`config.mk`:
```
export PLATFORM = sky130hd
export DESIGN_NAME = uart_tx_arbiter_flat
export DESIGN_NICKNAME = d
export VERILOG_FILES = /design/src/rtl/uart_tx_arbiter_pkg.sv /design/src/rtl/uart_tx_arbiter_if.sv /design/src/rtl/uart_tx_arbiter_rr_pick.sv /design/src/rtl/uart_tx_arbiter.sv /design/src/flat_wrapper.sv
export SDC_FILE = /design/constraint.sdc
export NUM_CORES = 1
export LEC_CHECK = 0
export CORE_MARGIN = 5
export CORE_UTILIZATION = 33
export DETAILED_ROUTE_END_ITERATION = 8
export PLACE_DENSITY_LB_ADDON = 0.3
export SYNTH_ARGS = -nofsm -noshare
export SYNTH_HDL_FRONTEND = slang
export SYNTH_SLANG_ARGS = --single-unit
```
`constraint.sdc`:
```
create_clock -name clk -period 2 [get_ports clk]
set_input_delay 0.4 -clock clk [delete_from_list [all_inputs] [get_ports clk]]
set_output_delay 0.4 -clock clk [all_outputs]
set_load 0.01 [all_outputs]
```
`src/rtl/uart_tx_arbiter_pkg.sv`:
```
// Shared types and defaults for the UART transmit arbiter.
// Latency: none; this package holds declarations only.
// Backpressure: none; this package holds declarations only.
package uart_arb_pkg;

  typedef enum logic {ARB_IDLE, ARB_HOLD} arb_state_t;

  localparam int NUM_REQ_DEF = 4;
  localparam int DBIT_DEF    = 8;

  // Width of an index able to address n requesters.
  function automatic int id_w(input int n);
    return $clog2(n);
  endfunction

endpackage

```
`src/rtl/uart_tx_arbiter_if.sv`:
```
// Requester side and UART side of the transmit arbiter, bundled as one port.
// Latency: none; this is wiring only.
// Backpressure: req_ready per requester, driven from the UART tx_full flag.
interface uart_tx_arbiter_if import uart_arb_pkg::*; #(
  parameter int NUM_REQ = NUM_REQ_DEF,
  parameter int DBIT    = DBIT_DEF
);
  localparam int IW = id_w(NUM_REQ);

  logic [NUM_REQ-1:0]           req_valid;
  logic [NUM_REQ-1:0][DBIT-1:0] req_data;
  logic [NUM_REQ-1:0]           req_last;
  logic [NUM_REQ-1:0]           req_ready;
  logic                         wr_uart;
  logic [DBIT-1:0]              w_data;
  logic                         tx_full;
  logic                         grant_valid;
  logic [IW-1:0]                grant_id;
  logic                         timeout;

  // Requesters plus the UART FIFO, seen from outside the arbiter.
  modport master (
    output req_valid, req_data, req_last, tx_full,
    input  req_ready, wr_uart, w_data, grant_valid, grant_id, timeout
  );

  // The arbiter itself.
  modport slave (
    input  req_valid, req_data, req_last, tx_full,
    output req_ready, wr_uart, w_data, grant_valid, grant_id, timeout
  );

endinterface

```
`src/rtl/uart_tx_arbiter_rr_pick.sv`:
```
// Round-robin picker: first asserted request at or after ptr, wrapping.
// Latency: purely combinational.
// Backpressure: none.
module rr_pick import uart_arb_pkg::*; #(
  parameter  int N  = NUM_REQ_DEF,
  localparam int IW = id_w(N)
) (
  input  logic [N-1:0]  req,
  input  logic [IW-1:0] ptr,
  output logic          found,
  output logic [IW-1:0] index
);

  logic [IW-1:0] cand;

  // Walk indices starting at ptr; keep the first one that is requesting.
  always_comb begin
    found = 1'b0;
    index = '0;
    cand  = '0;
    for (int k = 0; k < N; k++) begin
      cand = IW'((int'(ptr) + k) % N);
      if (!found && req[cand]) begin
        found = 1'b1;
        index = cand;
      end
    end
  end

endmodule

```
`src/rtl/uart_tx_arbiter.sv`:
```
// Shares one UART TX path among NUM_REQ requesters, round-robin per whole message.
// Latency: 1 arbitration cycle before the first byte; one idle bubble between messages.
// Backpressure: tx_full stalls the owner (ready=0, no write); others wait. Watchdog: UART_ARB_TIMEOUT_EN.
module uart_tx_arbiter import uart_arb_pkg::*; #(
  parameter int NUM_REQ     = NUM_REQ_DEF,
  parameter int DBIT        = DBIT_DEF,
  parameter int TIMEOUT_CYC = 1024
) (
  input  logic            clk,
  input  logic            reset,
  uart_tx_arbiter_if.slave bus
);
  localparam int IW = id_w(NUM_REQ);

  if (NUM_REQ < 2 || NUM_REQ > 8 || DBIT < 1 || TIMEOUT_CYC < 2) begin : g_param_err
    $error("uart_tx_arbiter: parameter out of range");
  end

  arb_state_t    state;
  logic [IW-1:0] rr_ptr;
  logic [IW-1:0] gnt_id;
  logic          gnt_vld;
  logic          pick_found;
  logic [IW-1:0] pick_idx;
  logic [IW-1:0] next_ptr;
  logic          xfer;
  logic          wd_fire;

  rr_pick #(.N(NUM_REQ)) u_pick (
    .req   (bus.req_valid),
    .ptr   (rr_ptr),
    .found (pick_found),
    .index (pick_idx)
  );

  assign xfer     = (state == ARB_HOLD) && bus.req_valid[gnt_id] && !bus.tx_full;
  assign next_ptr = (gnt_id == IW'(NUM_REQ - 1)) ? '0 : gnt_id + 1'b1;

  assign bus.grant_valid = gnt_vld;
  assign bus.grant_id    = gnt_id;

  // Route only the owner's handshake to the UART; everyone else sees ready=0.
  always_comb begin
    bus.req_ready = '0;
    bus.wr_uart   = 1'b0;
    bus.w_data    = '0;
    if (state == ARB_HOLD) begin
      bus.req_ready[gnt_id] = !bus.tx_full;
      bus.wr_uart           = xfer;
      if (xfer) bus.w_data = bus.req_data[gnt_id];
    end
  end

  // Arbitration FSM: grant in IDLE, hold until the last byte (or watchdog) releases.
  always_ff @(posedge clk) begin
    if (reset) begin
      state   <= ARB_IDLE;
      rr_ptr  <= '0;
      gnt_id  <= '0;
      gnt_vld <= 1'b0;
    end else begin
      case (state)
        ARB_IDLE: begin
          if (pick_found) begin
            gnt_id  <= pick_idx;
            gnt_vld <= 1'b1;
            state   <= ARB_HOLD;
          end
        end
        ARB_HOLD: begin
          if ((xfer && bus.req_last[gnt_id]) || wd_fire) begin
            gnt_vld <= 1'b0;
            rr_ptr  <= next_ptr;
            state   <= ARB_IDLE;
          end
        end
        default: state <= ARB_IDLE;
      endcase
    end
  end

`ifdef UART_ARB_TIMEOUT_EN
  localparam int CW = (TIMEOUT_CYC > 2) ? $clog2(TIMEOUT_CYC) : 1;
  localparam logic [CW-1:0] WD_MAX = CW'(TIMEOUT_CYC - 1);

  logic [CW-1:0] wd_cnt;
  logic          to_q;

  assign wd_fire     = (state == ARB_HOLD) && !bus.req_valid[gnt_id] && (wd_cnt == WD_MAX);
  assign bus.timeout = to_q;

  // Count owner-idle cycles in HOLD; any owner transfer restarts the count.
  always_ff @(posedge clk) begin
    if (reset) begin
      wd_cnt <= '0;
      to_q   <= 1'b0;
    end else begin
      to_q <= wd_fire;
      if (state != ARB_HOLD || xfer || wd_fire) wd_cnt <= '0;
      else if (!bus.req_valid[gnt_id])          wd_cnt <= wd_cnt + 1'b1;
    end
  end
`else
  assign wd_fire     = 1'b0;
  assign bus.timeout = 1'b0;
`endif

endmodule
```
`src/flat_wrapper.sv`:
```
// flat-port wrapper written by rule: the top's interface ports become plain ports
module uart_tx_arbiter_flat import uart_arb_pkg::*;
#(
  parameter int NUM_REQ     = NUM_REQ_DEF,
  parameter int DBIT        = DBIT_DEF,
  parameter int TIMEOUT_CYC = 1024
)
  (clk, reset, bus_req_valid, bus_req_data, bus_req_last, bus_tx_full, bus_req_ready, bus_wr_uart, bus_w_data, bus_grant_valid, bus_grant_id, bus_timeout);
  uart_tx_arbiter_if #(.NUM_REQ(NUM_REQ), .DBIT(DBIT)) bus_i ();
  input  logic clk;
  input  logic reset;
  input wire logic [$bits(bus_i.req_valid)-1:0] bus_req_valid;
  input wire logic [$bits(bus_i.req_data)-1:0] bus_req_data;
  input wire logic [$bits(bus_i.req_last)-1:0] bus_req_last;
  input wire logic [$bits(bus_i.tx_full)-1:0] bus_tx_full;
  output wire logic [$bits(bus_i.req_ready)-1:0] bus_req_ready;
  output wire logic [$bits(bus_i.wr_uart)-1:0] bus_wr_uart;
  output wire logic [$bits(bus_i.w_data)-1:0] bus_w_data;
  output wire logic [$bits(bus_i.grant_valid)-1:0] bus_grant_valid;
  output wire logic [$bits(bus_i.grant_id)-1:0] bus_grant_id;
  output wire logic [$bits(bus_i.timeout)-1:0] bus_timeout;
  assign bus_i.req_valid = bus_req_valid;
  assign bus_i.req_data = bus_req_data;
  assign bus_i.req_last = bus_req_last;
  assign bus_i.tx_full = bus_tx_full;
  assign bus_req_ready = bus_i.req_ready;
  assign bus_wr_uart = bus_i.wr_uart;
  assign bus_w_data = bus_i.w_data;
  assign bus_grant_valid = bus_i.grant_valid;
  assign bus_grant_id = bus_i.grant_id;
  assign bus_timeout = bus_i.timeout;
  uart_tx_arbiter #(.NUM_REQ(NUM_REQ), .DBIT(DBIT), .TIMEOUT_CYC(TIMEOUT_CYC)) u_core (.clk(clk), .reset(reset), .bus(bus_i));
endmodule
```
After elaboration in Yosys (flattened, before gate mapping)
Cells that the tools add are included.
Word-level totals
  bits of input ports: 43
  output and inout bits: 17
  word-level logic and storage cells: 68
  register bits: 6
Cells by class
  $lt $le $gt $ge: 6
  reduce and logical (&&, ||, !) cells: 14
  bitwise operators: 2
  muxes and demuxes: 35
  add/sub/neg operators: 4
  equal/unequal tests: 3
Operators with widths (count)
  $mux 8: 3
  $bmux 8 s2: 1
  $mux 1: 16
  $lt 2x3->1 const B: 5
  $bmux 1 s2: 6
  $mux 2: 5
  $logic_and 1x1->1: 7
  $reduce_and 2->1: 3
  $add 2x1->2 const B: 2
  $add 2x2->2 const B: 2
  $and 4x4->4: 1
  $logic_not 1->1: 4
  $mux 4: 1
  $pmux 1 s2: 2
  $demux 1 s2: 1
  $eq 2x2->1 const B: 1
  $ge 2x1->1 const B: 1
  $ne 2x1->1 const B: 1
  $ne 2x2->1 const B: 1
  $not 1->1: 1

Logic depth before layout (Yosys ltp)
Gate-level depths: netlist of run 1.
  word-level depth: 14
  depth in mapped cells: 6
  mapped depth without buffers: 5

Hierarchy
From an unflattened synthesis of run 1, not the netlist that was laid out.
Unflattened totals
  cells, all modules: 79
  area total of the unflattened synthesis: 709.4 µm²
Modules (own cells, without submodules)
  uart_tx_arbiter: cells each 64, sequential area each 120.1 µm², area each 631.9 µm², instances 1
  rr_pick: cells each 15, sequential area each 0.0 µm², area each 77.6 µm², instances 1

Worst setup path after synthesis of run 1
OpenSTA, ideal clock, no wires.
  path type: register to output
  start point: register u_core.gnt_id[0] (netlist: u_core.bus.grant_id[0])
  end point: output bus_w_data[1]
  cell stages (with the launch flop): 4
  arrival time: 1.416 ns
  slack: 0.184 ns
  buffers on the path: 1
  cell sequence: dfxtp_1 -> buf_4 -> mux4_2 -> and2_1
On the way
  longest elaborated chain between the ends: 6
  elaborated cells on any way between the ends: 8
RTL lines
  from (decl): RTL line uart_tx_arbiter.sv:21  | logic [IW-1:0] gnt_id;
  from (signal assigned): RTL line uart_tx_arbiter.sv:65  | gnt_id <= pick_idx;
  $bmux 1 s2: RTL line uart_tx_arbiter.sv:36  | assign xfer = (state == ARB_HOLD) && bus.req_valid[gnt_id] && !bus.tx_full;
  $mux 1 (implied by the code): RTL line uart_tx_arbiter.sv:36
  $logic_and 1x1->1 (2 in a row): RTL line uart_tx_arbiter.sv:36
  $mux 8 (*): RTL line uart_tx_arbiter.sv:50  | if (xfer) bus.w_data = bus.req_data[gnt_id];
  $mux 8 (*): RTL line uart_tx_arbiter.sv:47  | if (state == ARB_HOLD) begin
  to (decl): RTL line flat_wrapper.sv:18  | output wire logic [$bits(bus_i.w_data)-1:0] bus_w_data;
Every way passes the cells marked *; elsewhere a longest branch is shown, timed or not. The select of a mux whose other input is x is not followed.

Worst setup path after layout of run 1
  start point: register u_core.gnt_id[0] (netlist: u_core.bus.grant_id[0])
  end point: output bus_wr_uart
On the way
  longest elaborated chain between the ends: 5
RTL lines
  $bmux 1 s2: RTL line uart_tx_arbiter.sv:36
  $mux 1 (implied by the code): RTL line uart_tx_arbiter.sv:36
  $logic_and 1x1->1 (2 in a row): RTL line uart_tx_arbiter.sv:36
  $mux 1: RTL line uart_tx_arbiter.sv:47
  to (decl): RTL line flat_wrapper.sv:17  | output wire logic [$bits(bus_i.wr_uart)-1:0] bus_wr_uart;
Every way passes these cells. The select of a mux whose other input is x is not followed.

==> results.ini, run 1 <==
[setup_path]
crit_path_start_kind = flop
crit_type = flop to output pin
crit_chain = or3b_1 -> o22a_2 -> clkinvlp_4 -> clkdlybuf4s15_1
crit_slowest_cell = or3b_1
crit_fanout = 5
slowest_delay_ns = 0.38
worstPathArrival_ns = 1.56
required_ns = 1.60
reg2reg_depth = 9
end_kind = output pin

[routing]
drt_wl_total_um = 2680
drt_iter0_markers = 23
vias = 923
drc = 0
via_per_inst = 5.04
first_pass_iters = 6
final_antenna_net_count = 0
avgRoutedWirePerCell_um = 14.6

[timing]
rsz0062_at_grt = yes
finalMaxSlewViolations = 0
finalSetupViolCount = 0
period_needed_ns = 1.96
hold_viol_final = 0
fmax_mhz = 509
fin_skew_ns = 0.00126
whs_ns = 0.479
timing.final.crit_share_pct = 98.2

[place]
placed_cells = 170
port_buffers = 58
globalplace.congestion = 0.795
hpwl_um = 2110

[global_routing]
grt_pass1_wl_um = 4160
met2_usage_pct = 27.3
use_met1_pct = 18.5
busiest_layer = met2
grtUsageMet3_pct = 4.68
grt_pass1_vias = 939
overflow = 0
antenna_found_initial = 0
grt_max_degree = 16
track_usage_pct = 15.6

[synthesis]
netlist_instances = 79
netlist_area_um2 = 758
syn_area_per_cell_um2 = 9.60
yosysWarnings = 0
async_reset_ff_share_pct = 0
ys_types = 33
yosysSeqAreaShare_pct = 15.8
synth-edff-count = 0
syn_nets = 126
synth_flop_cell = dfxtp_1
ys_ff_latch = 6

[floorplanning]
dieArea_um2 = 3360
die_w_um = 57.9
row_count = 17
core_um2 = 2210
die_h_um = 57.9
ios = 60
start_util_pct = 34.3

[clock_network]
cts.sink_count = 6
clkTransAtPathRegs_ns = 0.04
cts_htree_levels = 1
cts.path.max_buffers = 2
cts-root-buf = clkbuf_4
cts_tree = yes
insertion_delay_ns = 0.24
cts_buffers = 3

[power]
vdd_drop_max_v = 0.000345
p_leak_uw = 0.000635
powerDensity_nw_per_um2 = 358

[cells_and_area]
insertedDiodeCount = 0
nets = 204
fin_cells = 183
area_growth_pct = 100
fillCellCount = 172
drive_gt1_share_pct = 31.6

[hold_path]
hold_depth = 2
hold_class = flop to flop

[run_status]
status = complete, no violations

[run]
cap_violations = 0

==> flip-flops by register name, indices dropped and copies added (netlist names) <==
| name | cells |
|---|---|
| u_core.state | 1 |
| u_core.rr_ptr | 2 |
| u_core.bus.grant_valid | 1 |
| u_core.bus.grant_id | 2 |
==> final timing paths <==
path,start,to,slack (ns)
max,u_core.bus.grant_id[0]$_SDFFE_PP0P_,bus_wr_uart,0.04
min,u_core.bus.grant_valid$_SDFFE_PP0P_,u_core.bus.grant_valid$_SDFFE_PP0P_,0.48
max reg2reg,u_core.bus.grant_id[1]$_SDFFE_PP0P_,u_core.rr_ptr[0]$_SDFFE_PP0P_,0.24
min reg2reg,u_core.bus.grant_valid$_SDFFE_PP0P_,u_core.bus.grant_valid$_SDFFE_PP0P_,0.48
==> per-stage QoR <==
step	TNS (ns)	setup WS, ns	power, µW	utilization [%]	cell area (µm²)
after CTS	0	0.00551	528	65.3	1440
after global routing	-0.128	-0.0238	584	68.7	1520
after global placement	-5.43	-0.565	410	64.5	1430
after detailed placement	-5.86	-0.622	418	64.5	1430
final	0	0.0360	544	68.7	1520
after floorplan	0	0.184	262	-	758
==> cell families after synthesis <==
family / count (synthesis) / synth area share (%)
flops: 6 / 15.8
mux: 14 / 32.0
compound gates: 16 / 15.7
buf+inv: 11 / 6.93
simple gates: 27 / 22.4
fa+ha+maj: 4 / 6.60
other cells: 1 / 0.495
==> critical path: cells and delay by family (launching register included) <==
family	cells	cell delay (ns)
compound gates	1	0.25
buf+inv	2	0.35
flops	1	0.35
simple gates	1	0.38
==> power breakdown <==
| part | internal (µW) | leakage, µW | switching, µW |
|---|---|---|---|
| combinational | 196 | 0.000571 | 102 |
| sequential | 129 | 0.0000505 | 8.35 |
| clock | 67.7 | 0.0000138 | 40.4 |
==> cell usage after synthesis (2+ instances only) <==
cell      count  area [µm²]
mux4_2        8         180
a221oi_1      2        17.5
buf_4         3        22.5
dfxtp_1       6         120
ha_1          4        50.1
nor2_1        3        11.3
mux2_2        2        22.5
o21ai_0       3        15.0
a21oi_1       4        20.0
inv_1         6        22.5
mux2i_1       4        40.0
nand2b_1      2        12.5
and2_1       12        75.1
==> placed cells by master (no fill, tap or decap), types with 6 or more instances in the layout <==
| master | count |
|---|---|
| mux4_2 | 8 |
| clkdlybuf4s50_1 | 40 |
| dlygate4sd2_1 | 8 |
| buf_4 | 16 |
| buf_2 | 6 |
| inv_1 | 6 |
| and2_1 | 10 |
==> metal layers <==
layer	wire (µm)	up-vias	share of wire, %
met5	0	-	0
met4	18	0	0.67
met3	237	4	8.9
met2	1240	43	46
met1	1180	429	44
li1	-	447	-
==> area by class of cell <==
cell class              instances  area, µm²  share of cell area [%]
well taps                      28       35.0                    2.31
inverters                       7       28.8                    1.89
multi-input cells              62        592                    39.0
repair inverters                1       7.51                   0.494
flip-flops and latches          6        125                    8.24
clock buffers                   3       22.5                    1.48
repair buffers                 76        708                    46.6
==> what timing repair did <==
action	CTS	global route
pin swaps	3	2
buffers inserted	4	4
setup endpoints to repair	13	9
hold buffers	0	0
gates cloned	1	1
gates resized for setup	48	7
No activity file was read; power rests on OpenSTA's default activity.
==> run 2, diff against run 1 <==
- REMOVE_ABC_BUFFERS: default -> 1
==> run 2 against run 1 <==
  * Clock skew about the same
  * First-iteration DRC count fell by 13%
  * Fmax about the same
  * Setup slack gained 0.0015 ns
  * Clock power barely moved
  * Sequential share of layout area rose by 0.075 points
  * Largest power group unchanged
  * Wire length increased by 2.9%
  * Total power decreased by 1.9%
  * Critical path depth unchanged
  * Critical endpoint is now bus_w_data[4]
  * Flip-flop and latch count is the same
  * Core utilization decreased by 2.0 points
  * Via count down 0.22%
==> results.ini, run 2 (same netlist as run 1, synthesis figures left out) <==
[run_status]
status = complete, no violations

[global_routing]
track_usage_pct = 16.2  ; +0.56 points
grt_max_degree = 9  ; -7
grt_pass1_vias = 950  ; +1.2%
overflow = 0  ; unchanged
grt_pass1_wl_um = 4260  ; +2.5%
antenna_found_initial = 0  ; unchanged

[floorplanning]
core_um2 = 2210  ; unchanged
dieArea_um2 = 3360  ; unchanged
die_h_um = 57.9  ; unchanged
start_util_pct = 34.3  ; unchanged
row_count = 17  ; unchanged
ios = 60  ; unchanged
die_w_um = 57.9  ; unchanged

[clock_network]
cts_htree_levels = 1  ; unchanged
insertion_delay_ns = 0.24  ; about the same
cts_tree = yes
cts.path.max_buffers = 2  ; unchanged
cts.sink_count = 6  ; unchanged
clkTransAtPathRegs_ns = 0.04  ; about the same
cts_hold_buf = 0  ; unchanged
cts_buffers = 3  ; unchanged
cts-root-buf = clkbuf_4

[setup_path]
worstPathArrival_ns = 1.56  ; about the same
required_ns = 1.60  ; about the same
crit_fanout = 1  ; -4
crit_slowest_cell = mux4_2
crit_chain = clkdlybuf4s50_1 -> mux4_2 -> and2_1 -> buf_2
cp_top_family = buffers and inverters
r2r_slack_ns = 0.26  ; +0.02 ns
slowest_delay_ns = 0.46  ; +0.08 ns
crit_type = input pin to output pin
crit_path_start_kind = input pin
path_buf_inv = 2  ; unchanged
end_kind = output pin

[power]
power_uw = 534  ; -1.9%
powerDensity_nw_per_um2 = 362  ; +1.0%
vdd_drop_max_v = 0.000382  ; +11%
p_leak_uw = 0.000622  ; -2.0%

[cells_and_area]
fin_cells = 181  ; -1.1%
nets = 202  ; -0.98%
insertedDiodeCount = 0  ; unchanged
post-route-util_pct = 66.7  ; -2.0 points
mostFrequentLayoutCells = clkdlybuf4s50_1 (40), buf_4 (13), mux4_2 (8), and2_1 (8), buf_2 (7)
final_common_cell = clkdlybuf4s50_1
drive_gt1_share_pct = 33.3  ; +1.7 points
area_growth_pct = 94.6

[routing]
first_pass_iters = 5  ; -1
via_per_inst = 5.09  ; +0.89%
drc = 0  ; unchanged
avgRoutedWirePerCell_um = 15.2  ; +4.0%
final_antenna_net_count = 0  ; unchanged
drt_iter0_markers = 20  ; -13%
vias = 921  ; -0.22%
drt_wl_total_um = 2750  ; +2.9%

[timing]
whs_ns = 0.476  ; -0.00303 ns
finalSetupTns_ns = 0  ; unchanged
finalMaxSlewViolations = 0  ; unchanged
fmax_mhz = 510  ; about the same
period_needed_ns = 1.96  ; -0.00151 ns
rsz0062_at_grt = yes
fin_skew_ns = 0.00156  ; +0.000295 ns
finalSetupViolCount = 0  ; unchanged
timing.final.crit_share_pct = 98.1  ; about the same
hold_viol_final = 0  ; unchanged

[hold_path]
hold_class = flop to flop

[run]
cap_violations = 0  ; unchanged

[place]
placed_cells = 172  ; +1.2%
port_buffers = 58  ; unchanged
hpwl_um = 2240  ; +6.0%
globalplace.congestion = 0.743  ; -6.5%

## run 2: cell types whose count changed in the layout (fill, tap and decap cells not counted), sizes merged
cell          delta
dlymetal6s2s     +1
dlygate4sd2      -3
clkbuf           +1
buf              -1
## run 2: per-layer routing
metal	vias to the layer above	GRT usage, %	wire (µm)	part of all wire (%)
met2	55	27.3	1290	47
met4	0	4.64	0	0
li1	444	-	-	-
met5	-	0	0	0
met1	422	20.3	1150	42
met3	0	4.01	320	12
## run 2: area by class of cell
class | count | area (µm²)
Clock buffer | 3 | 22.5
Fill cell | 186 | 737
Inverter | 7 | 26.3
Multi-Input combinational cell | 62 | 597
Sequential cell | 6 | 123
Tap cell | 28 | 35.0
Timing Repair Buffer | 74 | 664
Timing Repair inverter | 1 | 7.51
## run 2: where the power goes
part / switching (µW) / internal, µW
Sequential: 7.99 / 130
Combinational: 102 / 186
Clock: 40.6 / 67.7
## run 2: what timing repair did
action                                  CTS  global route
pin swaps                                 3             3
gates cloned                              1             0
gates resized for setup                  50            10
endpoints found under the setup margin   13            11
buffers inserted                          4             1
## run 2: path summary, 6_finish.rpt
check	depth (start not counted)	start	end
min reg2reg	2	u_core.bus.grant_valid$_SDFFE_PP0P_	u_core.bus.grant_valid$_SDFFE_PP0P_
min	2	u_core.bus.grant_valid$_SDFFE_PP0P_	u_core.bus.grant_valid$_SDFFE_PP0P_
max	4	bus_req_data[28]	bus_w_data[4]
max reg2reg	9	u_core.bus.grant_id[1]$_SDFFE_PP0P_	u_core.rr_ptr[0]$_SDFFE_PP0P_
## run 2: through the flow
stage                     area, µm²  worst slack [ns]
after floorplan                 732            0.0798
after global placement         1430            -0.565
after detailed placement       1430            -0.634
after CTS                      1460           0.00108
after global routing           1480           -0.0105
final                          1480            0.0375
## run 2: worst min-delay path: cells and delay by family, from the launching register on
family | cells | cell delay [ns]
AO/OA/AOI/OAI | 2 | 0.12
flip-flops | 1 | 0.30
==> run 3, diff against run 2 <==
- CTS_BUF_LIST: default -> sky130_fd_sc_hd__clkbuf_4 sky130_fd_sc_hd__clkbuf_8 sky130_fd_sc_hd__clkbuf_16
==> results of run 3 <==
The final DEF is identical to that of run 2; final timing and power are the same.
